**src/rtl/byte_match_tracker.sv**
```systemverilog
// Byte stream key-match tracker: counts total matches and consecutive-match runs,
// flags when the run reaches RUN_LEN, and emits one registered result beat per byte.
module byte_match_tracker #(
    parameter int unsigned RUN_LEN = 4,
    parameter int unsigned CNT_W   = 16
) (
    input  logic             clk,
    input  logic             rst,
    input  logic             key_load,
    input  logic [7:0]       key_in,
    input  logic             in_valid,
    output logic             in_ready,
    input  logic [7:0]       in_data,
    output logic             out_valid,
    input  logic             out_ready,
    output logic             out_match,
    output logic             out_run_hit,
    output logic [7:0]       out_run,
    output logic [CNT_W-1:0] match_count
);

    localparam int unsigned BYTE_W  = 8;
    localparam logic [BYTE_W-1:0] RUN_MAX = BYTE_W'(RUN_LEN);

    typedef enum logic [1:0] {
        UNARMED = 2'd0,
        SEARCH  = 2'd1,
        RUN     = 2'd2,
        LOCKED  = 2'd3
    } state_t;

    typedef struct packed {
        logic              match;
        logic              run_hit;
        logic [BYTE_W-1:0] run;
    } beat_t;

    state_t             state_q, state_d;
    logic [BYTE_W-1:0]  key_q, key_d;
    logic [BYTE_W-1:0]  run_q, run_d;
    logic [CNT_W-1:0]   count_q, count_d;
    logic               valid_q, valid_d;
    beat_t              beat_q, beat_d;

    logic               accept;
    logic               hit;
    logic [BYTE_W-1:0]  run_inc;

    // Ready is combinational from out_ready: no skid buffer behind the result register.
    assign in_ready = (state_q != UNARMED) && !key_load && (!valid_q || out_ready);
    assign accept   = in_valid && in_ready;
    assign hit      = (in_data == key_q);
    assign run_inc  = (run_q >= RUN_MAX) ? RUN_MAX : run_q + BYTE_W'(1);

    always_ff @(posedge clk) begin
        if (rst) begin
            state_q <= UNARMED;
            key_q   <= '0;
            run_q   <= '0;
            count_q <= '0;
            valid_q <= 1'b0;
            beat_q  <= '0;
        end else begin
            state_q <= state_d;
            key_q   <= key_d;
            run_q   <= run_d;
            count_q <= count_d;
            valid_q <= valid_d;
            beat_q  <= beat_d;
        end
    end

    always_comb begin
        state_d = state_q;
        key_d   = key_q;
        run_d   = run_q;
        count_d = count_q;
        valid_d = valid_q;
        beat_d  = beat_q;

        // A taken beat retires even while a key load is in progress.
        if (valid_q && out_ready) begin
            valid_d = 1'b0;
        end

        if (key_load) begin
            state_d = SEARCH;
            key_d   = key_in;
            run_d   = '0;
            count_d = '0;
        end else if (accept) begin
            if (hit) begin
                run_d   = run_inc;
                state_d = (run_inc == RUN_MAX) ? LOCKED : RUN;
                if (!(&count_q)) begin
                    count_d = count_q + CNT_W'(1);
                end
            end else begin
                run_d   = '0;
                state_d = SEARCH;
            end
            valid_d        = 1'b1;
            beat_d.match   = hit;
            beat_d.run_hit = hit && (run_q != RUN_MAX) && (run_inc == RUN_MAX);
            beat_d.run     = hit ? run_inc : '0;
        end
    end

    assign out_valid   = valid_q;
    assign out_match   = beat_q.match;
    assign out_run_hit = beat_q.run_hit;
    assign out_run     = beat_q.run;
    assign match_count = count_q;

endmodule

```
**config.mk**
```make
export PLATFORM = sky130hd
export DESIGN_NAME = byte_match_tracker
export DESIGN_NICKNAME = d
export VERILOG_FILES = /design/src/rtl/byte_match_tracker.sv
export SDC_FILE = /design/constraint.sdc
export NUM_CORES = 1
export LEC_CHECK = 0
export ABC_AREA = 1
export CAP_MARGIN = 5
export CORE_ASPECT_RATIO = 0.9
export CORE_MARGIN = 2
export CORE_UTILIZATION = 45
export DETAILED_ROUTE_END_ITERATION = 6
export HOLD_SLACK_MARGIN = 0.03
export PLACE_DENSITY = 0.75
export RECOVER_POWER = 50
export SLEW_MARGIN = 20
export SYNTH_ARGS = -nofsm -noshare
export SYNTH_HDL_FRONTEND = slang
export SYNTH_SLANG_ARGS = --single-unit
```
**constraint.sdc**
```tcl
create_clock -name clk -period 1.62 [get_ports clk]
set_input_delay 0.486 -clock clk [delete_from_list [all_inputs] [get_ports clk]]
set_output_delay 0.486 -clock clk [all_outputs]
set_load 0.01 [all_outputs]
```
Word level (Yosys, flattened, before mapping):

Index checks and enable logic that the tools add are counted.
W data, S select, Z words.

* add/sub/neg operators: 2
* order comparisons: 1
* equality and inequality tests: 3
* muxes and demuxes: 9
* bitwise logic cells: 2
* reductions and logical operators: 15

Operators with widths (count)
* $add A16 B1 Y16 const B: 1
* $mux W8: 2
* $reduce_and A16 Y1: 1
* $add A8 B1 Y8 const B: 1
* $eq A8 B3 Y1 const B: 1
* $eq A8 B8 Y1: 1
* $ge A8 B3 Y1 const B: 1
* $ne A8 B3 Y1 const B: 1
* $logic_and A1 B1 Y1: 6
* $mux W1: 6
* $reduce_bool A2 Y1: 2
* $reduce_and A3 Y1: 1
* $logic_not A1 Y1: 2
* $mux W2: 1
* $not A1 Y1: 2
* $reduce_and A2 Y1: 1
* $reduce_or A2 Y1: 1
* $logic_or A1 B1 Y1: 1

* bits in registers: 45
* input bits: 21
* output and inout bits: 28
* logic and storage cells: 41

Depth between registers and ports, before layout:

Gate-level depths: netlist of run 1.

* depth in word-level cells: 7
* mapped depth: 10
* mapped depth without buffers: 9

Worst setup path before layout of run 1:

No wires, ideal clock.

* path kind: flip-flop to flip-flop
* from: register count_q[0] (netlist: match_count[0])
* to: register count_q[0] (netlist: match_count[0])
* library setup time: 68 ps
* arrival time: 1595 ps
* required time: 1552 ps
* setup slack: -43 ps
* stages on the path, launching flop included: 11
* cell sequence: dfxtp_1 -> ha_1 -> inv_2 -> nor2_4 -> nand2_2 -> nor2_4 -> nor2_8 -> nand2_8 -> buf_12 -> nand2_2 -> a21oi_2

* word-level cells in the longest chain between the ends: 3

Ends and longest elaborated chain
* start, declared: line 41 `logic [CNT_W-1:0] count_q, count_d;`
* start signal, assigned: line 67 `count_q <= count_d;`
* branches (longest 3 deep; another with $add A16 B1 Y16)

Parallel ways; which one is timed is not known.
A chain may end at the register's enable or synchronous reset.

Worst setup path in the final report of run 1:

* from: input port out_ready
* to: output port in_ready

* word-level cells in the longest chain between the ends: 2

Ends and longest elaborated chain
* start, declared: line 15 `input logic out_ready,`
* $logic_or A1 B1 Y1: line 50 `assign in_ready = (state_q != UNARMED) && !key_load && (!valid_q || out_ready);`
* $logic_and A1 B1 Y1: line 50
* end, declared: line 12 `output logic in_ready,`

No other way between the ends.

==> impl_metrics.json, run 1 <==
{
  "status": "complete, no violations",
  "overflow": 0,
  "syn_area_um2": 2318,
  "antenna_cells": 0,
  "final_cell_mix": "nand2_1 (87), nor2_1 (43), dfxtp_1 (40)",
  "postCtsSetupRepairBufs": 0,
  "r2r_start": "match_count[1]",
  "dp.cells": 453,
  "drt_wl_total_um": 5155,
  "crit_start": "out_ready",
  "crit_family": "buffers and inverters",
  "h-tree-depth": 2,
  "die_area_um2": 5743,
  "cp.buffers_inverters": 2,
  "routedWlPerCell_um": 11.13,
  "clock_path_buffers": 2,
  "worstMarginPinSlew_ns": 0.3577,
  "setup_viol": 0,
  "cts-buffers-inserted": 5,
  "clkLatencyLatePin_ns": 0.30,
  "fp.coreArea_um2": 4895,
  "initial_core_util": 0.4737,
  "die-height_um": 72.10,
  "syn_area_per_cell_um2": 7.134,
  "synthArstFlopShare": 0,
  "layout_commonest_cell": "nand2_1",
  "cts_tree": "yes",
  "io_buffers": 48,
  "vias_per_cell": 4.756,
  "dr_total_vias": 2202,
  "ys_seq_area_frac": 0.3886,
  "fin_setup_tns_ns": 0,
  "io_pins": 49,
  "nets": 421,
  "grt_pass1_vias": 2014,
  "grt_pass1_wl_um": 8769,
  "worstPathRequired_ns": 1.13,
  "syn_to_final_growth_pct": 36.05,
  "synthFlopType": "dfxtp_1",
  "postCtsHoldBufs": 0,
  "synth_cell_type_count": 31,
  "powerDensity_nw_per_um2": 694.2,
  "critPathMaxStageDelay_ns": 0.26,
  "start_kind": "input port",
  "gp_congestion": 0.9168,
  "crit_slowest_cell": "dlygate4sd2_1",
  "dpl.hpwl_um": 3768,
  "grtUsageTotal": 0.1907,
  "syn_inst": 325,
  "ys_warn_count": 0,
  "stdcell_count": 463,
  "ant_nets": 0,
  "hp-class": "flip-flop to flip-flop",
  "drt-initial-drc-count": 99,
  "maxCapViolCount": 0,
  "ir_drop_mv": 0.7262,
  "clkTransAtPathRegs_ns": 0.10,
  "antenna_found_initial": 0,
  "fin_crit_ns": 1.551,
  "crit_chain": "dlygate4sd2_1 > nor2_4 > nor3_4 > buf_2",
  "worst_slack_ns": 0.06940,
  "fmax_ghz": 0.6449,
  "die_w_um": 79.66,
  "drcViolationCount": 0,
  "fin_crit_sh": 0.9572,
  "ys_ff_latch": 45,
  "synth_nets": 349,
  "dr.pass1.iters": 4,
  "cts.sinks": 45,
  "worstHoldStart": "out_run[3]",
  "cp_data_arrival_time_ns": 1.06,
  "grt_max_degree": 24,
  "maxSlewViolCount": 0,
  "num_rows": 24,
  "p_leak_nw": 1.368,
  "rsz0062_at_grt": "false",
  "synth_edf_count": 0,
  "relSlewSlack": 0.7612,
  "place_ws_ns": -0.5950,
  "clock_skew_ns": 0.01314,
  "end_kind": "output pin",
  "cts_root_buffer": "clkbuf_8",
  "worst-setup-path-type": "input port to output pin",
  "finalPower_w": 0.002190,
  "drive_above_1_share": 0.2010,
  "critPathMaxFanout": 2,
  "hold_violations": 0,
  "holdWs_ns": 0.4405
}
==> layout make-up <==
class                      instances  area (um2)
fill                             456        1740
multi-input combinational        237        1242
tap                               65       81.33
timing repair buffer              75       680.7
clock inverter                     3       47.55
inverter                          33       123.9
sequential                        45       909.6
clock buffer                       5       68.82
==> power by group <==
| part | internal, W | switching [W] | total (W) | leakage (nW) |
|---|---|---|---|---|
| Clock | 0.000471 | 0.000412 | 0.000883 | 0.0591 |
| Combinational | 0.0000870 | 0.0000915 | 0.000179 | 0.941 |
| Sequential | 0.00112 | 0.00000872 | 0.00113 | 0.367 |
| Total | 0.00168 | 0.000513 | 0.00219 | 1.37 |
==> final timing paths <==
| kind | cells past startpoint | slack (ns) | endpoint |
|---|---|---|---|
| setup / recovery | 4 | 0.07 | in_ready |
| setup reg to reg | 9 | 0.12 | match_count[0] |
| hold / removal | 2 | 0.44 | out_run[3] |
| hold reg to reg | 2 | 0.44 | out_run[3] |
==> synth_stat cells (all sizes together), types with 2 or more instances <==
library cell	number	area, um2
buf	7	60.05
and2	2	12.51
ha	3	37.54
dfxtp	45	900.9
a211oi	5	37.54
nand2	102	436.7
nand4	7	43.79
a21oi	31	192.7
nand3	25	130.1
xnor2	4	35.03
xor2	3	26.28
clkbuf	4	15.01
inv	33	123.9
nor2	50	231.5
==> through the flow <==
step                        util  area, um2
final                     0.6444       3154
after global routing      0.6444       3154
after CTS                 0.6444       3154
after detailed placement  0.6240       3054
after global placement    0.6240       3054
after floorplan                -       2322
==> worst reg2reg max path, stage by stage (launching register included) <==
cell and delay, ns:
dfxtp_1 0.40, ha_2 0.21, inv_2 0.04, nor2_4 0.11
nand2_2 0.09, nor2_4 0.18, nor2_8 0.08, nand2_4 0.15
nand2_2 0.07, a21oi_2 0.10
==> repair_timing <==
item | CTS | global route
endpoints found under the setup margin | 52 | 2
cloned | 2 | 0
pin swaps | 8 | 2
resized for setup | 51 | 2
==> flip-flops by register name, summed over array words and instances, names as in the netlist <==
signal       cells
state_q          2
key_q            8
out_run_hit      1
out_run          8
match_count     16
run_q            8
out_valid        1
out_match        1
==> cell families after synthesis <==
group                    Yosys count  synth area share
AO/OA/AOI/OAI                     38            0.1047
AND/OR/NAND/NOR                  188            0.3783
flip-flops                        45            0.3886
buffers and inverters             44           0.08580
adder cells (fa/ha/maj)            3           0.01619
XOR/XNOR                           7           0.02644
==> metal layers <==
layer,track usage,part of all wire
met1,0.2358,0.48
met2,0.3389,0.48
met3,0.03856,0.031
met4,0.04981,0.0080
met5,0,0
(Power assumes the default switching activity.)
==> run 2: changes to the inputs <==
- CORE_MARGIN: 2 -> unset
==> impl_metrics.json, run 2 (synthesized netlist as in run 1, its figures left out) <==
{
  "status": "complete, no violations",
  "die_w_um": 77.66,
  "die-height_um": 70.10,
  "maxSlewViolCount": 0,
  "routedWlPerCell_um": 11.27,
  "grtUsageTotal": 0.2107,
  "cts.sinks": 45,
  "top_layer": "met4",
  "wl_met1_um": 2358,
  "powerDensity_nw_per_um2": 702.1,
  "worstMarginPinSlew_ns": 0.3367,
  "maxCapViolCount": 0,
  "critPathMaxFanout": 2,
  "holdWs_ns": 0.4357,
  "met2_length_um": 2506,
  "p_switching_w": 0.0005235,
  "fin_crit_sh": 0.9705,
  "worst_slack_ns": 0.04780,
  "met3_length_um": 236,
  "hold_violations": 0,
  "postCtsHoldBufs": 0,
  "final_cell_mix": "nand2_1 (88), nor2_1 (43), dfxtp_1 (38)",
  "drt-initial-drc-count": 130,
  "drcViolationCount": 0,
  "drive_above_1_share": 0.2000,
  "clock_skew_ns": 0.007374,
  "drt_wl_total_um": 5183,
  "hp-class": "flip-flop to flip-flop",
  "die_area_um2": 5444,
  "gp_congestion": 0.8955,
  "largest_register_ffs": 16,
  "p_leak_nw": 1.332,
  "clkLatencyLatePin_ns": 0.30,
  "grt_max_degree": 21,
  "grt_pass1_vias": 2112,
  "io_buffers": 48,
  "end_kind": "output pin",
  "ant_nets": 0,
  "antenna_cells": 0,
  "worst-setup-path-type": "input port to output pin",
  "clockPowerShare": 0.407,
  "initial_core_util": 0.4737,
  "nets": 418,
  "syn_to_final_growth_pct": 34.97,
  "setup_viol": 0,
  "dr.pass1.iters": 5,
  "cellInternalPower_w": 0.001674,
  "switching_share": 0.2383,
  "start_kind": "input port",
  "cts-buffers-inserted": 5,
  "cp_data_arrival_time_ns": 1.09,
  "fmax_ghz": 0.6361,
  "clock_path_buffers": 2,
  "ir_drop_mv": 0.4824,
  "postCtsSetupRepairBufs": 0,
  "cts_tree": "yes",
  "cts_root_buffer": "clkbuf_8",
  "worstPathRequired_ns": 1.13,
  "antenna_found_initial": 0,
  "dr_total_vias": 2259,
  "fin_crit_ns": 1.572,
  "dpl.hpwl_um": 3828,
  "overflow": 0,
  "io_pins": 49,
  "fill_cells": 456,
  "seq_power_share": 0.513,
  "grt_pass1_wl_um": 9204,
  "clkTransAtPathRegs_ns": 0.09,
  "rsz0062_at_grt": "false",
  "num_rows": 24,
  "layout_commonest_cell": "nand2_1",
  "comb_power_share": 0.080,
  "vias_per_cell": 4.911,
  "fin_setup_tns_ns": 0,
  "h-tree-depth": 2,
  "fp.coreArea_um2": 4895,
  "relSlewSlack": 0.7753,
  "place_ws_ns": -0.5633
}
## run 2: power by group through the flow
stage               Sequential [W]  Clock, W  Combinational (W)
floorplan                  0.00115         0          0.0000913
CTS                        0.00113  0.000920           0.000184
finish                     0.00113  0.000894           0.000175
global placement           0.00115         0           0.000188
global route               0.00113  0.000962           0.000195
detailed placement         0.00116         0           0.000190
## run 2: metrics by stage
| step | area [um2] | instances | total power [W] | util |
|---|---|---|---|---|
| 3_3_place_gp | 3039 | 451 | 0.001343 | 0.6209 |
| 2_1_floorplan | 2322 | 325 | 0.001246 | - |
| 3_5_place_dp | 3039 | 451 | 0.001346 | 0.6209 |
| 4_1_cts | 3152 | 460 | 0.002232 | 0.6439 |
| 6_report | 3129 | 460 | 0.002197 | 0.6393 |
| 5_1_grt | 3129 | 460 | 0.002288 | 0.6393 |
## run 2: final cells by class
cell class                 count  area, um2  area share
multi-input combinational    237       1249      0.3990
sequential                    45      912.1      0.2915
timing repair buffer          72      646.9      0.2067
inverter                      33      123.9     0.03958
tap                           65      81.33     0.02599
clock buffer                   5      68.82     0.02199
clock inverter                 3      47.55     0.01519
## run 2: per-layer routing
layer,global-route usage,vias to the layer above
li1,-,1166
met1,0.2661,1027
met2,0.3569,56
met3,0.03922,10
met4,0.07547,0
met5,0,-
## run 2: repair_timing
| action | 4_1_cts | 5_1_grt |
|---|---|---|
| pin swaps | 9 | 1 |
| cloned | 1 | 0 |
| setup endpoints to repair | 51 | 4 |
| gates resized for setup | 54 | 0 |
## run 2: worst paths after layout
kind | startpoint | endpoint | slack (ns) | depth (start not counted)
worst max-delay path | key_load | in_ready | 0.05 | 3
worst max register to register | match_count[1] | match_count[1] | 0.11 | 9
worst min register to register | out_run[5] | out_run[5] | 0.44 | 2
worst min-delay path | out_run[5] | out_run[5] | 0.44 | 2
## run 2: critical path, stage by stage
cell	delay, ns
dlygate4sd2_1	0.26
nor3_4	0.19
buf_2	0.15
==> patch, RTL diff (config.mk and constraints of run 2) <==
Make the reset (`rst`) asynchronous in one clocked block.
--- a/src/rtl/byte_match_tracker.sv
+++ b/src/rtl/byte_match_tracker.sv
@@ -53,5 +53,5 @@
     assign run_inc  = (run_q >= RUN_MAX) ? RUN_MAX : run_q + BYTE_W'(1);
 
-    always_ff @(posedge clk) begin
+    always_ff @(posedge clk or posedge rst) begin
         if (rst) begin
             state_q <= UNARMED;
Check against the original RTL: differs if rst is asserted again (counterexample within 4 cycles, from zero or initial values and one cycle with rst high); with rst held inactive, the same outputs for 10 cycles.
==> patch against run 2 <==
  * Worst setup slack worse by 0.020 ns
  * Critical endpoint unchanged
  * Final area grew 8.4%
  * Sequential cell count is the same
  * Area after synthesis is 2.5% higher
  * Routed wire length grew 14%
  * Count of clock-buffer cells in the layout increased by 1
  * Cell count rose by 1.7%
  * Via count increased by 3.9%
Power is not compared: it rests on default switching activity, and its combinational part moved more than twofold at a synthesized area within 25%.
==> patch: results (changes against run 2) <==
Hold WS=0.493 ns (+0.0571 ns); clk cell area share=0.0284 (-0.00877); fraction of layout cells with a size suffix above 1=0.191 (-0.00893); Synth cell types=27 (-13%); die width=78.6 um (+1.2%); Placed Area=0.00312 mm^2 (+2.6%); CP top delay family=flip-flops; syn avg cell area=7.59 um^2 (+6.4%); vias per cell=5.02 (+2.2%); Largest stage delay, worst path=0.36 ns (+0.10 ns); post-cts resize count=48 (-11%); sequential-to-total area share from yosys stat=0.474 (+0.0854); outcome=finished, final reports clean; Placed Cells=444 (-1.6%); via count of the routed design=2,348 (+3.9%); final net count=426 (+1.9%); synth cell count leaders=nand2_1, dfrtp_1, nor2_1; share of cell area taken by multi-input logic gates=0.345 (-0.0540); ys async rst share=1.00 (+1.00); Final min period=1.59 ns (+0.0203 ns); M1 WL=2450 um (+4.0%); fin util=0.684 (+0.0450); largest net degree at the start of global routing=30 (+43%); slowest CP cell=dfrtp_1; DP Worst Slack=-0.649 ns (-0.0859 ns); hpwl dp=3990 um (+4.3%); largest cells by area after synthesis=dfrtp_1, nand2_1, nor2_1, inv_1, nand3_1; Worst Skew=0.00474 ns (-0.00263 ns); DR pass1 iterations=4 (-1); clkbuf count=6 (+1); Layout non-clock buf frac=0.228 (+0.0213); Routed wire per std cell=12.6 um (+12%); multi-input gates=226 (-4.6%); met2 global-route usage=0.402 (+0.0450); GR Util met3=0.0594 (+0.0201); buffers outside the clock class=87 (+21%); met2 wire len=3020 um (+21%)
## patch: kinds of logic (layout without fill, tap and decap cells)
group | count (synthesis) | count (layout) | share of synthesized area
AND/OR/NAND/NOR | 194 | 195 | 0.350
flip-flops | 45 | 45 | 0.474
buffers and inverters | 43 | 132 | 0.0742
AO/OA/AOI/OAI | 15 | 15 | 0.0379
XOR/XNOR | 13 | 13 | 0.0479
adder cells (fa/ha/maj) | 3 | 3 | 0.0158
## patch: final timing paths
kind	to	startpoint
min in group asynchronous	out_run[1]$_DFFE_PP0P_	rst
max reg2reg	match_count[1]$_DFFE_PP0P_	match_count[1]$_DFFE_PP0P_
min	out_run[7]$_DFFE_PP0P_	out_run[7]$_DFFE_PP0P_
max in group asynchronous	match_count[0]$_DFFE_PP0P_	rst
max	in_ready	state_q[0]$_DFFE_PP0P_
min reg2reg	out_run[7]$_DFFE_PP0P_	out_run[7]$_DFFE_PP0P_
